**src/rtl/dualmem_ctrl_defs.sv**
```systemverilog
// Shared definitions for the dualmem port controller.
// Holds the FSM state encoding, the beats per word and the requester ids.
package dualmem_ctrl_defs;

    typedef enum logic [1:0] {
        IDLE    = 2'd0,
        ACCESS  = 2'd1,
        CAPTURE = 2'd2,
        RESP    = 2'd3
    } state_t;

    localparam int BEATS = 4;

    localparam logic REQ_CORE = 1'b0;
    localparam logic REQ_DBG  = 1'b1;

endpackage

```
**src/rtl/dualmem_port_ctrl_rr_arb2.sv**
```systemverilog
// Two-way round-robin arbiter with a registered priority pointer.
// The grant is combinational; the pointer moves to the other requester after any grant.
module rr_arb2
    import dualmem_ctrl_defs::*;
(
    input  logic       clk,
    input  logic       rst,
    input  logic [1:0] req,
    input  logic       en,
    output logic [1:0] gnt
);

    logic ptr;

    always_comb begin
        // NOTE: give every combinational output a value before any branch so no latch is inferred.
        gnt = 2'b00;
        if (en && !rst) begin
            case (req)
                2'b01:   gnt = 2'b01;
                2'b10:   gnt = 2'b10;
                2'b11:   gnt = (ptr == REQ_DBG) ? 2'b10 : 2'b01;
                default: gnt = 2'b00;
            endcase
        end
    end

    // NOTE: registers take non-blocking assignments so every flop samples pre-edge values.
    always_ff @(posedge clk) begin
        if (rst) begin
            ptr <= REQ_CORE;
        end else if (gnt[0]) begin
            ptr <= REQ_DBG;
        end else if (gnt[1]) begin
            ptr <= REQ_CORE;
        end
    end

endmodule

```
**src/rtl/dualmem_port_ctrl.sv**
```systemverilog
// Word-access controller for one byte-wide dualmem port, shared round-robin by two requesters.
// Each 32-bit word is sequenced as four byte beats; reads are reassembled before the response.
module dualmem_port_ctrl
    import dualmem_ctrl_defs::*;
#(
    parameter int RWIDTH = 13
) (
    input  logic              clk,
    input  logic              rst,
    input  logic              req0,
    input  logic              req1,
    input  logic              we0,
    input  logic              we1,
    input  logic [RWIDTH-3:0] addr0,
    input  logic [RWIDTH-3:0] addr1,
    input  logic [31:0]       wdata0,
    input  logic [31:0]       wdata1,
    input  logic [3:0]        be0,
    input  logic [3:0]        be1,
    output logic              gnt0,
    output logic              gnt1,
    output logic              rvalid0,
    output logic              rvalid1,
    output logic [31:0]       rdata,
    output logic              busy,
    output logic              mem_en,
    output logic              mem_we,
    output logic [RWIDTH-1:0] mem_addr,
    output logic [7:0]        mem_wdata,
    input  logic [7:0]        mem_rdata
);

    state_t            state;
    logic [1:0]        beat;
    logic              lat_id;
    logic              lat_we;
    logic [RWIDTH-3:0] lat_addr;
    logic [31:0]       lat_wdata;
    logic [3:0]        lat_be;
    logic [23:0]       asm_q;
    logic [31:0]       rdata_q;
    logic [1:0]        rvalid_q;
    logic [1:0]        gnt;
    logic              in_access;

    rr_arb2 u_arb (
        .clk (clk),
        .rst (rst),
        .req ({req1, req0}),
        .en  (state == IDLE),
        .gnt (gnt)
    );

    always_ff @(posedge clk) begin
        if (rst) begin
            state     <= IDLE;
            beat      <= 2'd0;
            lat_id    <= REQ_CORE;
            lat_we    <= 1'b0;
            lat_addr  <= '0;
            lat_wdata <= '0;
            lat_be    <= '0;
            asm_q     <= '0;
            rdata_q   <= '0;
            rvalid_q  <= 2'b00;
        end else begin
            rvalid_q <= 2'b00;
            case (state)
                IDLE: begin
                    if (gnt != 2'b00) begin
                        lat_id    <= gnt[1] ? REQ_DBG : REQ_CORE;
                        lat_we    <= gnt[1] ? we1 : we0;
                        lat_addr  <= gnt[1] ? addr1 : addr0;
                        lat_wdata <= gnt[1] ? wdata1 : wdata0;
                        lat_be    <= gnt[1] ? be1 : be0;
                        beat      <= 2'd0;
                        state     <= ACCESS;
                    end
                end
                ACCESS: begin
                    // Read data lags the address by one cycle, so beat k stores byte k-1.
                    if (!lat_we) begin
                        case (beat)
                            2'd1:    asm_q[7:0]   <= mem_rdata;
                            2'd2:    asm_q[15:8]  <= mem_rdata;
                            2'd3:    asm_q[23:16] <= mem_rdata;
                            default: ;
                        endcase
                    end
                    beat <= beat + 2'd1;
                    if (beat == 2'(BEATS - 1)) begin
                        state <= lat_we ? IDLE : CAPTURE;
                    end
                end
                CAPTURE: begin
                    rdata_q          <= {mem_rdata, asm_q};
                    rvalid_q[lat_id] <= 1'b1;
                    state            <= RESP;
                end
                RESP: begin
                    state <= IDLE;
                end
                default: begin
                    state <= IDLE;
                end
            endcase
        end
    end

    // Outputs are forced low while reset is held, before the state registers clear.
    assign in_access = (state == ACCESS) && !rst;

    assign gnt0      = gnt[0];
    assign gnt1      = gnt[1];
    assign rvalid0   = rvalid_q[0] && !rst;
    assign rvalid1   = rvalid_q[1] && !rst;
    assign rdata     = rst ? 32'd0 : rdata_q;
    assign busy      = (state != IDLE) && !rst;

    assign mem_en    = in_access && (lat_we ? lat_be[beat] : 1'b1);
    assign mem_we    = in_access && lat_we && lat_be[beat];
    assign mem_addr  = in_access ? {lat_addr, beat} : '0;
    assign mem_wdata = in_access ? lat_wdata[{beat, 3'b000} +: 8] : 8'd0;

endmodule
```
**config.mk**
```make
export PLATFORM = sky130hd
export DESIGN_NAME = dualmem_port_ctrl
export DESIGN_NICKNAME = d
export VERILOG_FILES = /design/src/rtl/dualmem_ctrl_defs.sv /design/src/rtl/dualmem_port_ctrl_rr_arb2.sv /design/src/rtl/dualmem_port_ctrl.sv
export SDC_FILE = /design/constraint.sdc
export NUM_CORES = 1
export LEC_CHECK = 0
export BUFFER_PORTS_ARGS = -buffer_cell sky130_fd_sc_hd__buf_2
export CAP_MARGIN = 40
export CORE_MARGIN = 5
export CORE_UTILIZATION = 51
export DETAILED_ROUTE_END_ITERATION = 12
export PLACE_DENSITY_LB_ADDON = 0.1
export SETUP_SLACK_MARGIN = 0.2
export SYNTH_ARGS = -nofsm -noshare
export SYNTH_HDL_FRONTEND = slang
export SYNTH_SLANG_ARGS = --single-unit
```
**constraint.sdc**
```tcl
create_clock -name clk -period 2.3 [get_ports clk]
set_input_delay 0.23 -clock clk [delete_from_list [all_inputs] [get_ports clk]]
set_output_delay 0.23 -clock clk [all_outputs]
set_load 0.1 [all_outputs]
```
==> results of run 1 <==
power breakdown:
group / total [mW] / switching, mW / internal [mW]
Clock: 1.20 / 0.755 / 0.442
Sequential: 2.08 / 0.0602 / 2.02
Combinational: 0.799 / 0.480 / 0.319
Total: 4.08 / 1.30 / 2.79
through the flow:
| step | setup slack (ps) | utilization | hold WS, ps |
|---|---|---|---|
| 6_report | 271 | 0.672 | 124 |
| 3_3_place_gp | 491 | 0.647 | 434 |
| 3_5_place_dp | 393 | 0.649 | 437 |
| 5_1_grt | 208 | 0.672 | 120 |
| 4_1_cts | 203 | 0.671 | 117 |
| 2_1_floorplan | 54.0 | - | 366 |
kinds of logic (layout without fill, tap and decap cells):
family / count (synthesis) / after routing / share of synthesized area
flip-flops: 112 / 112 / 0.425
AO/OA/AOI/OAI: 196 / 196 / 0.264
AND/OR/NAND/NOR: 162 / 162 / 0.168
multiplexers: 25 / 25 / 0.0688
buffers and inverters: 70 / 211 / 0.0660
adder cells (fa/ha/maj): 3 / 3 / 0.00712
metal layers:
metal	share of wire	wire length [µm]
met3	0.072	1100
met5	0	0
met2	0.49	7530
met4	0.021	319
met1	0.42	6450
worst max-delay path: stages (launching register included):
cell,delay [ps]
dfxtp_2,360
buf_6,150
mux4_2,530
and3_4,220
buf_12,160
registers in the layout (all words and copies together), names as in the netlist, 2 cells and up, named ones only:
signal     flops
asm_q         24
beat           2
lat_addr      11
lat_be         4
lat_wdata     32
rdata_q       32
rvalid_q       2
worst paths after layout:
kind,startpoint,endpoint,cells after the start
worst max-delay path,beat[0],mem_we,4
worst min-delay path,wdata0[14],lat_wdata[14],3
worst max register to register,beat[0],asm_q[13],7
worst min register to register,lat_id,rvalid_q[0],1
area by class of cell:
class                           count  area (µm²)
Clock buffer                        9         124
Multi-Input combinational cell    386        2790
Fill cell                         894        3340
Sequential cell                   112        2250
Timing Repair Buffer              191        1420
Tap cell                          136         170
Inverter                            4        15.0
Clock inverter                      7        81.3
layout by cell type, fill, tap and decap left out, types with 9 or more instances in the layout:
master / instances
a21oi_2: 9
nand2_1: 18
a311oi_2: 9
a311oi_1: 40
clkbuf_8: 9
a21oi_1: 52
dfxtp_1: 108
o22a_1: 32
buf_4: 20
o21ai_0: 39
nand3_1: 49
nor2b_2: 10
mux4_2: 9
nor2b_1: 25
mux2i_1: 16
buf_2: 142
and2_1: 20
nor2_1: 17
o21ai_1: 9
buf_12: 27
==> results.md, run 1 <==
* Via/cell ratio at 5.89
* Clock buffer depth at 2
* Prevailing post-synth register cell: dfxtp_1
* Yosys top cell area share at 0.425
* Period Utilization, post-route at 0.882
* Clock Tree Root: clkbuf_8
* Synth Instances at 568
* Depth of the CTS H-tree at 3
* Worst slew pin tran at 562 ps
* Slew margin rel. at 0.626
* Top-count cell post-synth: dfxtp_1
* # DRC at 0
* Placed Area at 6610 µm²
* TritonRoute pass-1 iters at 5
* Full die area at 12,500 µm²
* Max Transition Viols Final at 0
* Peak VDD IR at 373 µV
* Final wirelength at 15,400 µm
* Postcts setup bufs at 0
* Startpoint Class: flop
* Core area at 10,200 µm²
* Syn Nets at 679
* Die H at 112 µm
* Mapped Area at 5270 µm²
* GR Overflow Total at 0
* Maxcap violations at 0
* Initial antenna violation count at 0
* Routing usage on met1 at 0.308
* Tmin final at 2030 ps
* Final Non-Filler Cells at 845
* Clk pin slew, worst setup/hold paths at 120 ps
* IO Pins at 168
* Vias in the first global route at 5,034
* Cells after DPL at 829
* Synth top cells by count: dfxtp_1 (112), a21oi_1 (52), nand3_1 (49)
* Leakage at 2.67 nW
* Count of hold buffers inserted by post-cts repair at 0
* Max Fclk at 0.493 GHz
* Power per cell area at 596 nW/µm²
* Chip width at 112 µm
* Post-route cell area at 6850 µm²
* Warnings from Yosys at 0
* Async S/R FF share, synth at 0
* Final Skew at 14.5 ps
* Final net count at 815
* Diodes inserted at 0
* CTS tree: yes
* Synth Register Bits at 112
* Worst R2R Setup Slack at 610 ps
* CTS sink cnt at 112
* Met3 Usage GRT at 0.0500
* RSZ-0062 raised after global routing: false
* Post-synth cell types at 37
* Vias at 4,976
* Number of CTS-inserted buffers at 9
* Pin count of the biggest net entering global routing at 54
* Required @ worst endpoint at 2070 ps
* HPWL after DPL at 10,900 µm
* Syn_area_per_cell at 9.28 µm²
* Area growth, synth to finish at 29.9%
* Sum Neg Setup Slack at 0 ps
* Num rows at 37
* Hold Path Class: input port to flop
* Post-synth EDFFs at 0
* Total Power at 4.08 mW
* 1st-iter DRT viols at 415
* Final Hold Vio Count at 0
* Finish-stage setup viols at 0
* Sequential-to-total area share from yosys stat at 0.425
* Share of cells above drive strength 1 at 0.375
* First-pass GRT wire length at 24,700 µm
* Top post-synthesis cells by area: dfxtp_1 (43%), a311oi_1 (6.6%), o22a_1 (5.3%)
* Clock Latency Late Sink at 380 ps
* IO Port Bufs at 167
* Setup crit end kind: output pin
* Routed WL per cell at 18.2 µm
* CP Data Arrival Time at 1800 ps
* Post-CTS Resized at 6
* Detail Route Antenna Nets at 0
* Crit-path max FO at 8
* Top Usage Layer GRT: met2
* Routability congestion estimate at 0.824
* Initial Util at 0.517
* Status: completed
* Post-synth top area cell: dfxtp_1
* Critical path class: flop to output pin
* Total GRT Usage at 0.238
* Grt met2 use at 0.400
Note: power is estimated with default switching activity, not from simulation.
==> inputs of run 2 (changes only) <==
--- a/config.mk
+++ b/config.mk
@@ -5,10 +5,11 @@
 export SDC_FILE = /design/constraint.sdc
 export NUM_CORES = 1
 export LEC_CHECK = 0
+export ABC_AREA = 1
 export BUFFER_PORTS_ARGS = -buffer_cell sky130_fd_sc_hd__buf_2
 export CAP_MARGIN = 40
 export CORE_MARGIN = 5
-export CORE_UTILIZATION = 51
+export CORE_UTILIZATION = 52
 export DETAILED_ROUTE_END_ITERATION = 12
 export PLACE_DENSITY_LB_ADDON = 0.1
 export SETUP_SLACK_MARGIN = 0.2
==> run 2 against run 1 <==
  * Die area rose by 1.8%
  * Highest routed layer is now met5
  * Clock power about the same
  * Critical endpoint unchanged
  * Combinational power is 11% higher
  * Largest power group unchanged
  * Core utilization grew 2.7 points
  * Count of clock-buffer cells in the layout up 1
  * Non-clock buffer count fell by 4
  * Register-to-register slack worse by 30 ps
  * Setup slack better by 36 ps
  * Wire length shrank 7.3%
  * Clock skew grew 5.1 ps
  * Via count increased by 11%
==> results.md, run 2 <==
* Status: completed
* Multi-input logic area at 2570 µm² (-7.7%)
* Required @ worst endpoint at 2070 ps (about the same)
* Syn_area_per_cell at 6.45 µm² (-30%)
* Post-synth top area cell: dfxtp_1
* Synth top cells by count: nor2_1 (170), inv_1 (152), dfxtp_1 (112)
* Worst R2R Setup Slack at 580 ps (-30 ps)
* Fillers at 938 (+4.9%)
* HPWL after DPL at 10,200 µm (-6.5%)
* Period Utilization, post-route at 0.867 (-0.0155)
* Routability congestion estimate at 0.822 (-0.16%)
* Async S/R FF share, synth at 0 (unchanged)
* Chip width at 113 µm (+0.89%)
* Final net count at 1,104 (+35%)
* Utilization after layout at 0.699 (+0.0267)
* Max Fclk at 0.502 GHz (+1.8%)
* GR Overflow Total at 0 (unchanged)
* Power per cell area at 573 nW/µm² (-3.9%)
* Depth of the CTS H-tree at 3 (unchanged)
* Num rows at 37 (unchanged)
* CTS sink cnt at 112 (unchanged)
* 1st-iter DRT viols at 292 (-30%)
* Largest registers: lat_wdata: 32 flops, rdata_q: 32 flops, asm_q: 24 flops
* CP Data Arrival Time at 1760 ps (-40 ps)
* Yosys top cell area share at 0.409 (-0.0162)
* Diodes inserted at 0 (unchanged)
* Reg area at 2240 µm² (-0.17%)
* Area growth, synth to finish at 31.7%
* Startpoint Class: flop
* Final Hold Vio Count at 0 (unchanged)
* IO Pins at 168 (unchanged)
* Final Non-Filler Cells at 1,134 (+34%)
* Clock Tree Root: clkbuf_8
* Post-synth EDFFs at 0 (unchanged)
* Hold Path Class: input port to flop
* Die H at 113 µm (+0.89%)
* Worst slew pin tran at 577 ps (+15.6 ps)
* Clock buffer depth at 2 (unchanged)
* Sequential-to-total area share from yosys stat at 0.409 (-0.0162)
* Final Skew at 19.5 ps (+5.05 ps)
* IO Port Bufs at 167 (unchanged)
* Total GRT Usage at 0.221 (-0.0173)
* Tmin final at 1990 ps (-35.7 ps)
* RSZ-0062 raised after global routing: true
* Routed WL per cell at 12.6 µm (-31%)
* First-pass GRT wire length at 23,600 µm (-4.4%)
* Max Transition Viols Final at 0 (unchanged)
* Slew margin rel. at 0.615 (-0.0104)
* Vias at 5,510 (+11%)
* Synth Instances at 849 (+49%)
* Clk pin slew, worst setup/hold paths at 120 ps (about the same)
* Via/cell ratio at 4.86 (-17%)
* Sum Neg Setup Slack at 0 ps (unchanged)
* Full die area at 12,700 µm² (+1.8%)
* Post-synth cell types at 22 (-41%)
* Crit-path max FO at 22 (+14)
* Clock Latency Late Sink at 370 ps (about the same)
* Cells after DPL at 1,112 (+34%)
* Prevailing post-synth register cell: dfxtp_1
* Synth Register Bits at 112 (unchanged)
* Maxcap violations at 0 (unchanged)
* Setup crit end kind: output pin
* Share of cells above drive strength 1 at 0.276 (-0.0996)
* Detail Route Antenna Nets at 0 (unchanged)
* Finish-stage setup viols at 0 (unchanged)
* Critical path class: flop to output pin
* Syn Nets at 960 (+41%)
* Top post-synthesis cells by area: dfxtp_1 (41%), nor2_1 (12%), inv_1 (10%)
* Core area at 10,300 µm² (+1.4%)
* Commonest non-fill, non-tap cells in the layout: inv_1 (150), buf_2 (141), nor2_1 (126)
* Final wirelength at 14,300 µm (-7.3%)
* Mapped Area at 5480 µm² (+4.0%)
* Vias in the first global route at 4,998 (-0.72%)
* # DRC at 0 (unchanged)
* Total Power at 4.14 mW (+1.3%)
* Initial Util at 0.531 (+0.0133)
* Number of CTS-inserted buffers at 9 (unchanged)
* Leakage at 3.42 nW (+28%)
* TritonRoute pass-1 iters at 4 (-1)
* Warnings from Yosys at 0 (unchanged)
* Peak VDD IR at 347 µV (-6.8%)
* CTS tree: yes
* Top-count cell post-synth: nor2_1
* Commonest non-fill, non-tap cell in the layout: inv_1
* Initial antenna violation count at 1 (+1)
* Pin count of the biggest net entering global routing at 85 (+57%)
-- run 2: what timing repair did --
item | CTS | global route
hold buffers | 0 | 0
setup buffers | 1 | 4
gates cloned | 0 | 1
pin swaps | 0 | 2
resized for setup | 3 | 7
endpoints found under the setup margin | 2 | 12
-- run 2: cell families after synthesis --
family,count (synthesis),share of synthesized area
compound gates,140,0.145
fa+ha+maj,3,0.00685
buf+inv,212,0.152
flops,112,0.409
simple gates,382,0.287
-- run 2: area by class of cell --
class | count | area share
sequential | 112 | 0.311
clock buffer | 10 | 0.0191
tap | 136 | 0.0236
multi-input combinational | 525 | 0.356
inverter | 157 | 0.0827
clock inverter | 6 | 0.00936
timing repair buffer | 187 | 0.198
timing repair inverter | 1 | 0.000694
-- run 2: power breakdown --
group	total [mW]	leakage, nW	switching, mW	internal [mW]
Combinational	0.890	2.40	0.569	0.321
Sequential	2.08	0.910	0.0520	2.03
Clock	1.17	0.104	0.709	0.459
-- run 2: metrics by stage --
step           setup WS (ps)  area [µm²]  hold slack, ps
2_1_floorplan           -206        5620             393
3_3_place_gp             518        6940             403
3_5_place_dp             513        6940             417
4_1_cts                  243        7170             149
5_1_grt                  163        7220             174
6_report                 307        7220             165
-- run 2: metal layers --
metal | routed length, µm | vias up | track usage
met3 | 943 | 15 | 0.0582
met1 | 5980 | 2444 | 0.275
li1 | - | 2916 | -
met5 | 20 | - | 0
met4 | 180 | 2 | 0.0513
met2 | 7170 | 133 | 0.381
-- run 2: worst max-delay path, stage by stage (launching register included) --
cell and delay [ps]:
dfxtp_2 400, buf_8 190, nor2_1 70, nor2_1 70, o21ai_0 70, o21ai_0 80, inv_1 100, nor3_2 210
buf_12 210
-- run 2: worst paths after layout --
kind	startpoint	end	depth (start not counted)
worst max-delay path	beat[0]	mem_we	8
worst min-delay path	mem_rdata[3]	rdata_q[27]	3
worst max register to register	beat[0]	asm_q[13]	6
worst min register to register	lat_id	rvalid_q[0]	1
==> inputs of run 3 (changes only) <==
--- a/config.mk
+++ b/config.mk
@@ -9,10 +9,11 @@
 export BUFFER_PORTS_ARGS = -buffer_cell sky130_fd_sc_hd__buf_2
 export CAP_MARGIN = 40
 export CORE_MARGIN = 5
-export CORE_UTILIZATION = 52
+export CORE_UTILIZATION = 51
 export DETAILED_ROUTE_END_ITERATION = 12
 export PLACE_DENSITY_LB_ADDON = 0.1
 export SETUP_SLACK_MARGIN = 0.2
 export SYNTH_ARGS = -nofsm -noshare
 export SYNTH_HDL_FRONTEND = slang
+export SYNTH_HIERARCHICAL = 1
 export SYNTH_SLANG_ARGS = --single-unit
==> run 3 against run 2 <==
  * First-iteration DRC count down 8.2%
  * Design area down 7.4%
  * Largest power group unchanged
  * Count of clock-buffer cells in the layout unchanged
  * Setup slack worse by 17 ps
  * Register-to-register slack worse by 210 ps
  * Combinational power up 11%
  * Hold slack worse by 35 ps
  * Die area up 0.30%
==> results.md, run 3 <==
* Status: completed
* Power per cell area at 656 nW/µm² (+14%)
* Setup crit end kind: output pin
* Area growth, synth to finish at 24.0%
* CTS tree: yes
* Initial antenna violation count at 0 (-1)
* Largest registers: lat_wdata: 32 flops, rdata_q: 32 flops, asm_q: 24 flops
* Post-route cell area at 6690 µm² (-7.4%)
* Diodes inserted at 0 (unchanged)
* Max Fclk at 0.498 GHz (-0.83%)
* Max Transition Viols Final at 0 (unchanged)
* HPWL after DPL at 9430 µm (-7.9%)
* Routability congestion estimate at 0.779 (-5.2%)
* RSZ-0062 raised after global routing: true
* Placed Area at 6300 µm² (-9.2%)
* Chip width at 113 µm (+0.15%)
* Top post-synthesis cells by area: dfxtp_1 (42%), nor2_1 (17%), nand2_1 (15%)
* Final Hold Vio Count at 0 (unchanged)
* Synth Instances at 845 (-0.47%)
* Via/cell ratio at 4.74 (-2.5%)
* Period Utilization, post-route at 0.874 (+0.00725)
* Detail Route Antenna Nets at 0 (unchanged)
* GR Overflow Total at 0 (unchanged)
* Warnings from Yosys at 6 (+6)
* Hold slack at 130 ps (-34.8 ps)
* Postcts setup bufs at 0 (-1)
* Total Power at 4.39 mW (+6.1%)
* Required @ worst endpoint at 2070 ps (about the same)
* Final wirelength at 13,400 µm (-6.0%)
* Num rows at 37 (unchanged)
* Clock Latency Late Sink at 370 ps (about the same)
* Die H at 113 µm (+0.15%)
* Startpoint Class: flop
* CTS sink cnt at 112 (unchanged)
* Pin count of the biggest net entering global routing at 71 (-16%)
* Total GRT Usage at 0.207 (-0.0134)
* Slew margin rel. at 0.509 (-0.106)
* Tmin final at 2010 ps (+16.7 ps)
* Vias at 5,313 (-3.6%)
* Crit-path max FO at 50 (+130%)
* Number of CTS-inserted buffers at 9 (unchanged)
* # DRC at 0 (unchanged)
* Commonest non-fill, non-tap cell in the layout: nor2_1
* TritonRoute pass-1 iters at 4 (unchanged)
* Synth top cells by count: nor2_1 (248), nand2_1 (216), dfxtp_1 (112)
* Final Non-Filler Cells at 1,122 (-1.1%)
* Depth of the CTS H-tree at 3 (unchanged)
* Final Skew at 15.6 ps (-3.88 ps)
* Mapped Area at 5390 µm² (-1.6%)
* Sequential-to-total area share from yosys stat at 0.416 (+0.00665)
* Clock buffer depth at 2 (unchanged)
* Leakage at 3.21 nW (-6.1%)
* Syn_area_per_cell at 6.38 µm² (-1.1%)
* Clk pin slew, worst setup/hold paths at 110 ps (about the same)
* Full die area at 12,700 µm² (+0.30%)
* Post-synth EDFFs at 0 (unchanged)
* Core area at 10,300 µm² (unchanged)
* Prevailing post-synth register cell: dfxtp_1
* Sum Neg Setup Slack at 0 ps (unchanged)
* Share of cells above drive strength 1 at 0.238 (-0.0372)
* Cells after DPL at 1,105 (-0.63%)
* Critical path class: flop to output pin
* Initial Util at 0.522 (-0.00848)
* Top-count cell post-synth: nor2_1
* Maxcap violations at 0 (unchanged)
* Final net count at 1,092 (-1.1%)
* Clock Tree Root: clkbuf_8
* Post-synth top area cell: dfxtp_1
* Routed WL per cell at 12.0 µm (-5.0%)
* Synth Register Bits at 112 (unchanged)
* Peak VDD IR at 405 µV (+17%)
* IO Pins at 168 (unchanged)
* First-pass GRT wire length at 22,000 µm (-6.7%)
* Hold Path Class: input port to flop
* Async S/R FF share, synth at 0 (unchanged)
* Commonest non-fill, non-tap cells in the layout: nor2_1 (226), nand2_1 (216), buf_2 (143)
* Finish-stage setup viols at 0 (unchanged)
* Yosys top cell area share at 0.416 (+0.00665)
* IO Port Bufs at 167 (unchanged)
* CP Data Arrival Time at 1780 ps (+20 ps)
* Worst slew pin tran at 736 ps (+159 ps)
* 1st-iter DRT viols at 268 (-8.2%)
* Syn Nets at 956 (-0.42%)
* Post-synth cell types at 24 (+9.1%)
* Vias in the first global route at 4,760 (-4.8%)
## run 3: cell types whose count changed in the layout (fill, tap and decap cells not counted), sizes merged, moves of 11 or more
cell and change:
nor2 +77, inv -89, nand4 +17, nand2 +110, nand3 -83, a21oi -49
buf -11, o21ai +13
## run 3: repair_timing
action	4_1_cts	5_1_grt
setup endpoints to repair	24	32
endpoints found under the hold margin	0	0
hold buffers	0	0
resized for setup	36	19
gates cloned	0	1
## run 3: path summary, 6_finish.rpt
path                startpoint       endpoint  slack, ps  depth (start not counted)
setup / recovery          flop           gnt1        290                          5
hold / removal    mem_rdata[3]    rdata_q[27]        130                          3
setup reg to reg          flop  lat_wdata[15]        370                         10
hold reg to reg         lat_id    rvalid_q[0]        440                          1
## run 3: area by class of cell
| cell class | instances | area (µm²) |
|---|---|---|
| clock buffer | 10 | 138 |
| clock inverter | 6 | 75.1 |
| tap | 136 | 170 |
| fill | 1038 | 3640 |
| timing repair inverter | 1 | 7.51 |
| sequential | 112 | 2250 |
| multi-input combinational | 608 | 2680 |
| inverter | 70 | 269 |
| timing repair buffer | 179 | 1100 |
## run 3: cells by family after synthesis
kind of cell | Yosys count | share of synthesized area
DFF | 112 | 0.416
and+or+nand+nor | 502 | 0.366
buffers and inverters | 125 | 0.0991
adders and majority gates | 3 | 0.00696
AOI/OAI and AO/OA | 103 | 0.112
## run 3: stage by stage
step	worst slack (ps)	util
floorplan	-300	-
global placement	318	0.611
detailed placement	302	0.611
CTS	207	0.641
global route	177	0.648
finish	290	0.648
## run 3: critical path: stages (launching register included)
cell	delay (ps)
dfxtp_2	380
nor2_4	190
nand3_2	120
a21oi_4	150
clkbuf_8	320
buf_12	220
## run 3: metal layers
metal / part of all wire / wire [µm] / vias up / track usage
met1: 0.45 / 5990 / 2296 / 0.264
met5: 0 / 0 / - / 0
met4: 0.012 / 165 / 0 / 0.0537
met2: 0.48 / 6510 / 109 / 0.353
li1: - / - / 2896 / -
met3: 0.057 / 759 / 12 / 0.0508
## run 3: where the power goes
part           total, mW  internal (mW)  switching (mW)
Sequential          2.16           2.08          0.0818
Clock               1.24          0.549           0.690
Combinational      0.984          0.323           0.661
Total               4.39           2.95            1.43
